File: config.mk
export PLATFORM = sky130hd
export DESIGN_NAME = tmp_readout
export DESIGN_NICKNAME = d
export VERILOG_FILES = /design/src/rtl/tmp_readout_pkg.sv /design/src/rtl/tmp_frame_acc.sv /design/src/rtl/tmp_readout.sv
export SDC_FILE = /design/constraint.sdc
export NUM_CORES = 1
export LEC_CHECK = 0
export CORE_UTILIZATION = 54
export DETAILED_ROUTE_END_ITERATION = 16
export DONT_BUFFER_PORTS = 1
export PLACE_DENSITY_LB_ADDON = 0.2
export SLEW_MARGIN = 10
export SYNTH_ARGS = -nofsm -noshare
export SYNTH_HDL_FRONTEND = slang
export SYNTH_SLANG_ARGS = --single-unit
File: constraint.sdc
create_clock -name clk -period 2.4 [get_ports clk]
set_input_delay 0.12 -clock clk [delete_from_list [all_inputs] [get_ports clk]]
set_output_delay 0.12 -clock clk [all_outputs]
set_load 0.05 [all_outputs]
File: src/rtl/tmp_readout_pkg.sv
// rtl/tmp_readout_pkg.sv - shared types and helpers for the temperature sensor readout
package tmp_readout_pkg;

    typedef enum logic [1:0] {
        ST_IDLE   = 2'd0,
        ST_SETTLE = 2'd1,
        ST_ACCUM  = 2'd2,
        ST_HOLD   = 2'd3
    } tmp_state_t;

    // Code width able to hold every count 0..frame_len inclusive.
    function automatic int tmp_code_w(input int frame_len);
        return $clog2(frame_len) + 1;
    endfunction

endpackage

File: src/rtl/tmp_frame_acc.sv
// rtl/tmp_frame_acc.sv - frame sample counter and comparator-ones accumulator
module tmp_frame_acc #(
    parameter int FRAME_LEN = 256,
    parameter int CODE_W    = 9
) (
    input  logic              clk,
    input  logic              reset,
    input  logic              clr,
    input  logic              en,
    input  logic              bit_in,
    output logic              done,
    output logic [CODE_W-1:0] sum
);

    localparam int CNT_W = $clog2(FRAME_LEN);
    localparam logic [CNT_W-1:0] CNT_LAST = CNT_W'(FRAME_LEN - 1);

    logic [CNT_W-1:0]  frame_cnt;
    logic [CODE_W-1:0] ones_cnt;

    // sum already includes the current decision so the completing sample is counted
    assign done = en && (frame_cnt == CNT_LAST);
    assign sum  = ones_cnt + CODE_W'(bit_in);

    // Counters zero on clear or at frame end so a following sample opens a new frame
    always_ff @(posedge clk) begin
        if (reset || clr || done) begin
            frame_cnt <= '0;
            ones_cnt  <= '0;
        end else if (en) begin
            frame_cnt <= frame_cnt + 1'b1;
            ones_cnt  <= sum;
        end
    end

endmodule

File: src/rtl/tmp_readout.sv
// rtl/tmp_readout.sv - settle/accumulate readout FSM with valid/ready code output
module tmp_readout
    import tmp_readout_pkg::*;
#(
    parameter int FRAME_LEN = 256,
    parameter int SETTLE    = 4,
    localparam int CODE_W   = tmp_code_w(FRAME_LEN)
) (
    input  logic              clk,
    input  logic              reset,
    input  logic              cmp,
    input  logic              sample,
    input  logic              start,
    input  logic              cont,
    output logic              busy,
    output logic [CODE_W-1:0] code,
    output logic              code_valid,
    input  logic              code_ready,
    output logic              overrun
);

    // Extra headroom keeps the counter non-degenerate when SETTLE is 0
    localparam int SET_W = $clog2(SETTLE + 2);
    localparam logic [SET_W-1:0] SET_LAST = SET_W'((SETTLE > 0) ? SETTLE - 1 : 0);

    tmp_state_t        state, state_next;
    logic [SET_W-1:0]  settle_cnt;
    logic              settle_inc;
    logic              acc_clr, acc_en, acc_done;
    logic              start_ok;
    logic              handshake;
    logic [CODE_W-1:0] acc_sum;

    assign handshake = code_valid && code_ready;
    assign busy      = (state == ST_SETTLE) || (state == ST_ACCUM);

    tmp_frame_acc #(
        .FRAME_LEN (FRAME_LEN),
        .CODE_W    (CODE_W)
    ) u_acc (
        .clk    (clk),
        .reset  (reset),
        .clr    (acc_clr),
        .en     (acc_en),
        .bit_in (cmp),
        .done   (acc_done),
        .sum    (acc_sum)
    );

    // State register
    always_ff @(posedge clk) begin
        if (reset) state <= ST_IDLE;
        else       state <= state_next;
    end

    // Next-state and counter control; a sample coinciding with start is dropped
    always_comb begin
        state_next = state;
        acc_clr    = 1'b0;
        acc_en     = 1'b0;
        settle_inc = 1'b0;
        start_ok   = 1'b0;
        case (state)
            ST_IDLE: begin
                acc_clr = 1'b1;
                if (start) begin
                    start_ok   = 1'b1;
                    state_next = (SETTLE == 0) ? ST_ACCUM : ST_SETTLE;
                end
            end
            ST_SETTLE: begin
                if (sample) begin
                    if (settle_cnt == SET_LAST) state_next = ST_ACCUM;
                    else                        settle_inc = 1'b1;
                end
            end
            ST_ACCUM: begin
                acc_en = sample;
                if (acc_done && !cont) state_next = ST_HOLD;
            end
            ST_HOLD: begin
                if (handshake) state_next = ST_IDLE;
            end
            default: state_next = ST_IDLE;
        endcase
    end

    // Discard counter, held at zero outside SETTLE
    always_ff @(posedge clk) begin
        if (reset || state != ST_SETTLE) settle_cnt <= '0;
        else if (settle_inc)             settle_cnt <= settle_cnt + 1'b1;
    end

    // Output register: frame completion wins over a same-cycle handshake
    always_ff @(posedge clk) begin
        if (reset) begin
            code       <= '0;
            code_valid <= 1'b0;
            overrun    <= 1'b0;
        end else begin
            if (start_ok) overrun <= 1'b0;
            if (acc_done) begin
                code       <= acc_sum;
                code_valid <= 1'b1;
                if (code_valid && !code_ready) overrun <= 1'b1;
            end else if (handshake) begin
                code_valid <= 1'b0;
            end
        end
    end

endmodule

==> flow_summary_export.csv, run 1 <==
group,metric,value,unit
outcome,status,"complete, no violations",
logic_synthesis,syn_area,0.001584,mm2
grt,grt.total_usage,0.2064,
logic_synthesis,postSynthCellCount,171,
routing,drc_errors,0,
logic_synthesis,synthDistinctLibCells,32,
die,top_level_ports,19,
die,floorplan.initialDensity,0.5744,
routing,routed-via-count,1149,
placement,port_buffers,0,
routing,routed_wirelength,2.853,mm
pwr,leakagePower,0.5796,nW
worst_hold_path,worst_hold_path_class,"input pin to register",
clocking,cts_made_buffers,5,
clocking,postCtsSetupBuffers,0,
logic_synthesis,syn_avg_cell_area,9.263,um2
setup_path,cp_endpoint_kind,"register",
cells_and_area,layout.cells.most_common,"sky130_fd_sc_hd__nor2_1",
grt,global_route_overflow,0,
die,height_of_the_chip,56.16,um
die,rows,19,
die,fp.dieArea,0.003154,mm2
sta,report.final.setup_viol,0,
clocking,post_cts_hold_buffer_count,4,
cells_and_area,layout.cells.non_filler,210,
sta,final.period_utilization,0.8018,
sta,timing_max_transition_violations_final,0,
setup_path,path_max_fanout,17,
pwr,peakVddDrop,0.6630,mV
cells_and_area,layout_common_cells,"sky130_fd_sc_hd__nor2_1 (35), sky130_fd_sc_hd__dfxtp_1 (33), sky130_fd_sc_hd__nand2_1 (15), sky130_fd_sc_hd__xnor2_1 (14), sky130_fd_sc_hd__ha_1 (9)",
setup_path,cell_chain_critical_path,"inv_1 -> ha_1 -> nand3_2 -> nor3_4 -> or3_1 -> nor2_1",
die,die_w,56.16,um
sta,worst_slew_margin_rel,0.6471,
routing,highest-signal-layer,"met4",
routing,antenna_left,0,
setup_path,timing.critical_path.arrival,2.12,ns
clocking,clock_latency,0.33,ns
cells_and_area,areaGrowthSynthToFinish,7.425,%
sta,totalNegativeSetupSlack,0,ns
sta,setup_clock_skew_after_layout,0.01439,ns
placement,gp_congestion,0.7632,
job,maxCapViolCount,0,
clocking,clkSlewWorstSetupHoldPaths,0.10,ns
grt,vias_in_the_first_global_route,1215,
logic_synthesis,mappedNetlistNets,187,
routing,detail_route.vias_per_cell,5.471,
setup_path,worstSetupPathType,"register to register",
clocking,tritoncts_num_sinks,33,
clocking,clk_path_buf_depth,2,
routing,met3_length,109,um
clocking,cts_tree,"yes",
sta,finalCriticalPeriod,1.924,ns
setup_path,setup.worst_path.start_class,"register",
pwr,pwr_density_cell,745.6,mW/mm2
sta,rsz0062_at_grt,"false",
sta,worst-slew-pin-transition,0.5294,ns
die,coreArea,0.002758,mm2
routing,met2_wirelength,1.425,mm
placement,dp.cells,198,
grt,grt_pass1_wl,4.974,mm
routing,detail_route.wl_per_cell,13.59,um
clocking,cts_max_level,2,
routing,dr.first_iter.drc_count,32,
placement,dp_hpwl,2.094,mm
grt,grt_antenna_before_repair,0,
setup_path,timing.critical_path.slowest_cell_delay,0.46,ns
logic_synthesis,yosys_register_bits,33,
routing,dr.pass1.iters,4,
cells_and_area,drive_above_1_share,0.09497,
cells_and_area,layout.nets,194,
grt,grt_max_degree,19,
cells_and_area,antenna_cells_inserted,0,
clocking,cts-resized-gates,0,
sta,fmaxAchievable,519.6,MHz
setup_path,worstPathRequired,2.59,ns
sta,timing.final.hold_violations,0,
clocking,root_buffer,"sky130_fd_sc_hd__clkbuf_4",
routing,wirelength_met1,1.238,mm
logic_synthesis,proportion_of_synthesized_chip_area_in_sequential_cells,0.4171,
setup_path,critical_path.slowest_cell,"sky130_fd_sc_hd__or3_1",
logic_synthesis,yosys_warnings,0,
[stage by stage]
stage               setup WS [ns]  power (mW)  utilization  cell area [um2]  hold WS, ns
global route               0.2978       1.332       0.6171             1702      0.03134
detailed placement         0.4644      0.8455       0.5717             1577       0.1886
global placement           0.5574      0.8357       0.5717             1577       0.1878
floorplan                  0.6891      0.8450            -             1584       0.1928
CTS                        0.4470       1.282       0.6171             1702      0.01493
finish                     0.4756       1.269       0.6171             1702      0.01730
[report_power, final]
group | internal, mW | switching (mW)
logic | 0.0779 | 0.183
clock network | 0.249 | 0.178
registers | 0.566 | 0.0154
[kinds of logic after synthesis]
group                      share of synthesized area
and+or+nand+nor                               0.2291
DFF                                           0.4171
AOI/OAI and AO/OA                            0.09163
adders and majority gates                    0.07109
buffers and inverters                        0.05055
muxes                                        0.01896
xor gates and xnor gates                      0.1216
[critical path, delay by kind of cell, from the launching register on]
kind,cells,cell delay (ns)
and+or+nand+nor,4,0.99
DFF,1,0.34
adders and majority gates,1,0.36
buffers and inverters,1,0.11
[layer usage]
metal | GRT usage | up-vias
met5 | 0 | -
met4 | 0.1115 | 0
met3 | 0.08140 | 11
met2 | 0.3469 | 23
met1 | 0.2209 | 519
li1 | - | 596
[registers in the layout (all words and copies together), names as in the netlist]
| signal | flops |
|---|---|
| code | 9 |
| u_acc.ones_cnt | 9 |
| u_acc.frame_cnt | 8 |
| settle_cnt | 3 |
| state | 2 |
| code_valid | 1 |
| overrun | 1 |
[Yosys cell counts]
master / n / area [um2]
sky130_fd_sc_hd__a211oi_2: 2 / 25.02
sky130_fd_sc_hd__and4_1: 1 / 8.760
sky130_fd_sc_hd__nand3_2: 1 / 10.01
sky130_fd_sc_hd__nor2b_1: 1 / 6.260
sky130_fd_sc_hd__ha_1: 9 / 112.6
sky130_fd_sc_hd__xnor2_1: 14 / 122.6
sky130_fd_sc_hd__a211oi_1: 6 / 45.04
sky130_fd_sc_hd__nor3_4: 1 / 16.27
sky130_fd_sc_hd__nor4_1: 2 / 12.51
sky130_fd_sc_hd__clkbuf_1: 1 / 3.750
sky130_fd_sc_hd__buf_12: 1 / 20.02
sky130_fd_sc_hd__a31o_2: 1 / 8.760
sky130_fd_sc_hd__a221oi_1: 1 / 8.760
sky130_fd_sc_hd__buf_6: 2 / 22.52
sky130_fd_sc_hd__nor3_1: 4 / 20.02
sky130_fd_sc_hd__buf_4: 2 / 15.01
sky130_fd_sc_hd__a22oi_1: 1 / 7.510
sky130_fd_sc_hd__inv_1: 5 / 18.77
sky130_fd_sc_hd__a21oi_1: 5 / 25.02
sky130_fd_sc_hd__a32oi_1: 1 / 8.760
sky130_fd_sc_hd__nand2_1: 15 / 56.30
sky130_fd_sc_hd__dfxtp_1: 33 / 660.6
sky130_fd_sc_hd__nand2b_1: 2 / 12.51
sky130_fd_sc_hd__nand3_1: 8 / 40.04
sky130_fd_sc_hd__o41ai_2: 1 / 16.27
sky130_fd_sc_hd__xor2_1: 8 / 70.07
sky130_fd_sc_hd__nand4_1: 2 / 12.51
sky130_fd_sc_hd__or3b_2: 1 / 8.760
sky130_fd_sc_hd__nor2_1: 35 / 131.4
sky130_fd_sc_hd__nand4_4: 1 / 21.27
sky130_fd_sc_hd__or3_1: 1 / 6.260
sky130_fd_sc_hd__mux2i_1: 3 / 30.03
[cell type report]
class                      count  area (um2)
fill                         231        1056
clock inverter                 1       30.03
clock buffer                   7       55.05
sequential                    33       660.6
timing repair buffer           6       55.05
inverter                       5       18.77
tap                           31       38.79
multi-input combinational    127       843.3
[path summary, 6_finish.rpt]
| check | slack (ns) | endpoint | cells after the start | startpoint |
|---|---|---|---|---|
| worst max-delay path | 0.48 | u_acc.frame_cnt[5]$_SDFFE_PP0P_ | 6 | state[0]$_SDFFE_PP0P_ |
| worst min-delay path | 0.02 | settle_cnt[2]$_SDFFE_PP0P_ | 2 | reset |
| worst max register to register | 0.48 | u_acc.frame_cnt[5]$_SDFFE_PP0P_ | 6 | state[0]$_SDFFE_PP0P_ |
| worst min register to register | 0.49 | u_acc.ones_cnt[0]$_SDFFE_PP0P_ | 2 | u_acc.ones_cnt[0]$_SDFFE_PP0P_ |
Power figures use the tool's default switching activity.
==> run 2: changes to the inputs <==
- ABC_AREA: not set -> 1
- clock period: 2.4 -> 1.6 ns (I/O delays scaled with it)
==> flow_summary_export.csv, run 2 <==
group,metric,value,unit
logic_synthesis,yosys_warnings,0,
logic_synthesis,synthDistinctLibCells,25,
grt,global_route_overflow,0,
logic_synthesis,synth_top_cells_by_count,"sky130_fd_sc_hd__nand2_1 (47), sky130_fd_sc_hd__nor2_1 (40), sky130_fd_sc_hd__dfxtp_1 (33)",
sta,setup_clock_skew_after_layout,0.007082,ns
die,rows,19,
pwr,seq_power_share,0.465,
pwr,peakVddDrop,0.9524,mV
outcome,status,"complete, no violations",
placement,port_buffers,0,
die,fp.dieArea,0.003209,mm2
setup_path,worstSetupPathType,"register to output pin",
setup_path,setup.worst_path.start,"state[1]$_SDFFE_PP0P_",
routing,dr.pass1.iters,4,
setup_path,cp_endpoint_kind,"output pin",
placement,dp.cells,268,
clocking,cts_made_buffers,5,
logic_synthesis,commonest_register_cell_after_synthesis,"sky130_fd_sc_hd__dfxtp_1",
logic_synthesis,synth_top_cells_by_area,"sky130_fd_sc_hd__dfxtp_1 (41%), sky130_fd_sc_hd__nand2_1 (11%), sky130_fd_sc_hd__nor2_1 (9.3%)",
grt,vias_in_the_first_global_route,1348,
cells_and_area,antenna_cells_inserted,0,
cells_and_area,drive_above_1_share,0.1532,
pwr,p_total,1.910,mW
clocking,cts_tree,"yes",
logic_synthesis,yosys_register_bits,33,
worst_hold_path,worst_hold_startpoint,"sample",
placement,dp_hpwl,2.362,mm
die,die_w,56.65,um
routing,detail_route.wl_per_cell,11.18,um
sta,fmaxAchievable,679.2,MHz
sta,finalCriticalPeriod,1.472,ns
routing,drc_errors,0,
logic_synthesis,syn_area,0.001613,mm2
logic_synthesis,synth_most_common_cell,"sky130_fd_sc_hd__nand2_1",
logic_synthesis,synth_largest_type_area_fraction,0.4096,
pwr,combinational_fraction_of_design_power,0.256,
sta,worst-slew-pin-transition,0.3672,ns
clocking,root_buffer,"sky130_fd_sc_hd__clkbuf_4",
setup_path,setup.worst_path.start_class,"register",
logic_synthesis,syn_avg_cell_area,7.136,um2
cells_and_area,layout.cells.non_filler,279,
logic_synthesis,proportion_of_synthesized_chip_area_in_sequential_cells,0.4096,
setup_path,rr_startpoint,"state[0]$_SDFFE_PP0P_",
logic_synthesis,mappedNetlistNets,242,
cells_and_area,fill_cells,229,
die,height_of_the_chip,56.65,um
die,coreArea,0.002781,mm2
sta,finalHoldWorstSlack,0.01225,ns
placement,detailedPlace.worstSlack,0.1048,ns
pwr,leakagePower,0.8208,nW
sta,timing_max_transition_violations_final,0,
worst_hold_path,worst_hold_path_class,"input pin to register",
clocking,cts_max_level,2,
sta,report.final.setup_viol,0,
logic_synthesis,postSynthCellCount,226,
pwr,power_frac_clock,0.279,
grt,grt_pass1_wl,5.554,mm
cells_and_area,registers_with_the_highest_flip_flop_counts,"code (9), u_acc.ones_cnt (9), u_acc.frame_cnt (8)",
sta,post-route-worst-setup-slack,0.1277,ns
clocking,clkSlewWorstSetupHoldPaths,0.10,ns
routing,antenna_left,0,
clocking,clock_latency,0.34,ns
setup_path,timing.critical_path.arrival,1.39,ns
placement,gp_congestion,0.7835,
job,maxCapViolCount,0,
sta,final.period_utilization,0.9202,
logic_synthesis,synth_edf_count,0,
logic_synthesis,synth.largest_area_cell,"sky130_fd_sc_hd__dfxtp_1",
logic_synthesis,ys_async_sr_fraction,0,
cells_and_area,layout.cells.most_common,"sky130_fd_sc_hd__nand2_1",
routing,dr.first_iter.drc_count,39,
grt,grt.total_usage,0.2267,
sta,worst_slew_margin_rel,0.7549,
cells_and_area,areaGrowthSynthToFinish,16.21,%
sta,timing.final.hold_violations,0,
die,top_level_ports,19,
pwr,pwr_density_cell,1019,mW/mm2
grt,grt_max_degree,13,
pwr,p_int,1.280,mW
pwr,swShare,0.3298,
routing,routed-via-count,1424,
setup_path,worstPathRequired,1.52,ns
die,floorplan.initialDensity,0.5798,
sta,totalNegativeSetupSlack,0,ns
grt,grt_antenna_before_repair,0,
clocking,postCtsSetupBuffers,0,
cells_and_area,layout.nets,263,
cells_and_area,layout_common_cells,"sky130_fd_sc_hd__nand2_1 (47), sky130_fd_sc_hd__nor2_1 (40), sky130_fd_sc_hd__dfxtp_1 (33), sky130_fd_sc_hd__inv_1 (27), sky130_fd_sc_hd__buf_4 (16)",
clocking,tritoncts_num_sinks,33,
routing,routed_wirelength,3.120,mm
clocking,clk_path_buf_depth,2,
setup_path,path_max_fanout,4,
routing,detail_route.vias_per_cell,5.104,
pwr,switching_power,629.9,uW
==> run 2: cell types whose count changed after synthesis, moves of 4 or more <==
cell / delta
sky130_fd_sc_hd__nand2_1: +32
sky130_fd_sc_hd__inv_1: +22
sky130_fd_sc_hd__a211oi_1: -6
sky130_fd_sc_hd__xnor2_1: -11
sky130_fd_sc_hd__nand3_1: +4
sky130_fd_sc_hd__o21ai_0: +14
sky130_fd_sc_hd__o21ai_1: +4
sky130_fd_sc_hd__a21oi_1: +10
sky130_fd_sc_hd__nor2_1: +5
==> run 2: metrics by stage <==
| stage | area [um2] | util |
|---|---|---|
| 6_report | 1874 | 0.6739 |
| 2_1_floorplan | 1613 | - |
| 3_3_place_gp | 1740 | 0.6257 |
| 4_1_cts | 1841 | 0.6617 |
| 5_1_grt | 1874 | 0.6739 |
| 3_5_place_dp | 1740 | 0.6257 |
==> run 2: area by class of cell <==
type	instances	area (um2)	area share
clock inverters	1	5.005	0.002670
clock buffers	7	65.06	0.03471
multi-input cells	160	847.1	0.4519
well taps	31	38.79	0.02069
flip-flops and latches	33	660.6	0.3525
inverters	28	107.6	0.05741
repair buffers	19	150.1	0.08011
==> run 2: final timing paths <==
kind	to	slack, ns	cells past startpoint
setup / recovery	busy	0.13	3
hold / removal	u_acc.frame_cnt[2]$_SDFFE_PP0P_	0.01	3
setup reg to reg	state[1]$_SDFFE_PP0P_	0.13	10
hold reg to reg	settle_cnt[0]$_SDFFE_PP0P_	0.47	2
==> run 2: critical path, stage by stage (launching register included) <==
cell                      delay [ns]
sky130_fd_sc_hd__dfxtp_1        0.44
sky130_fd_sc_hd__inv_1          0.09
sky130_fd_sc_hd__ha_1           0.32
sky130_fd_sc_hd__buf_4          0.20
==> run 2: routing by layer <==
layer / vias up / GRT usage / wire length (um)
li1: 754 / - / -
met1: 637 / 0.2836 / 1517
met2: 27 / 0.3597 / 1386
met5: - / 0 / 0
met4: 0 / 0.08362 / 53
met3: 6 / 0.07834 / 162
==> run 2: kinds of logic (layout without fill, tap and decap cells) <==
group	after synthesis	in the layout	share of synthesized area
xor+xnor	8	8	0.04345
compound gates	33	33	0.1024
flops	33	33	0.4096
simple gates	110	110	0.2894
buf+inv	33	55	0.08533
fa+ha+maj	9	9	0.06982
==> run 2: power groups by stage <==
stage,logic [mW],registers [mW],clock network (mW)
after floorplan,0.369,0.896,0
after global routing,0.549,0.893,0.588
after global placement,0.447,0.901,0
final,0.489,0.888,0.533
after detailed placement,0.460,0.904,0
after CTS,0.469,0.885,0.543
==> run 2: repair_timing <==
action,in CTS,in global routing
gates resized for setup,0,10
hold endpoints to repair,6,0
hold buffers,3,0
endpoints found under the setup margin,0,25
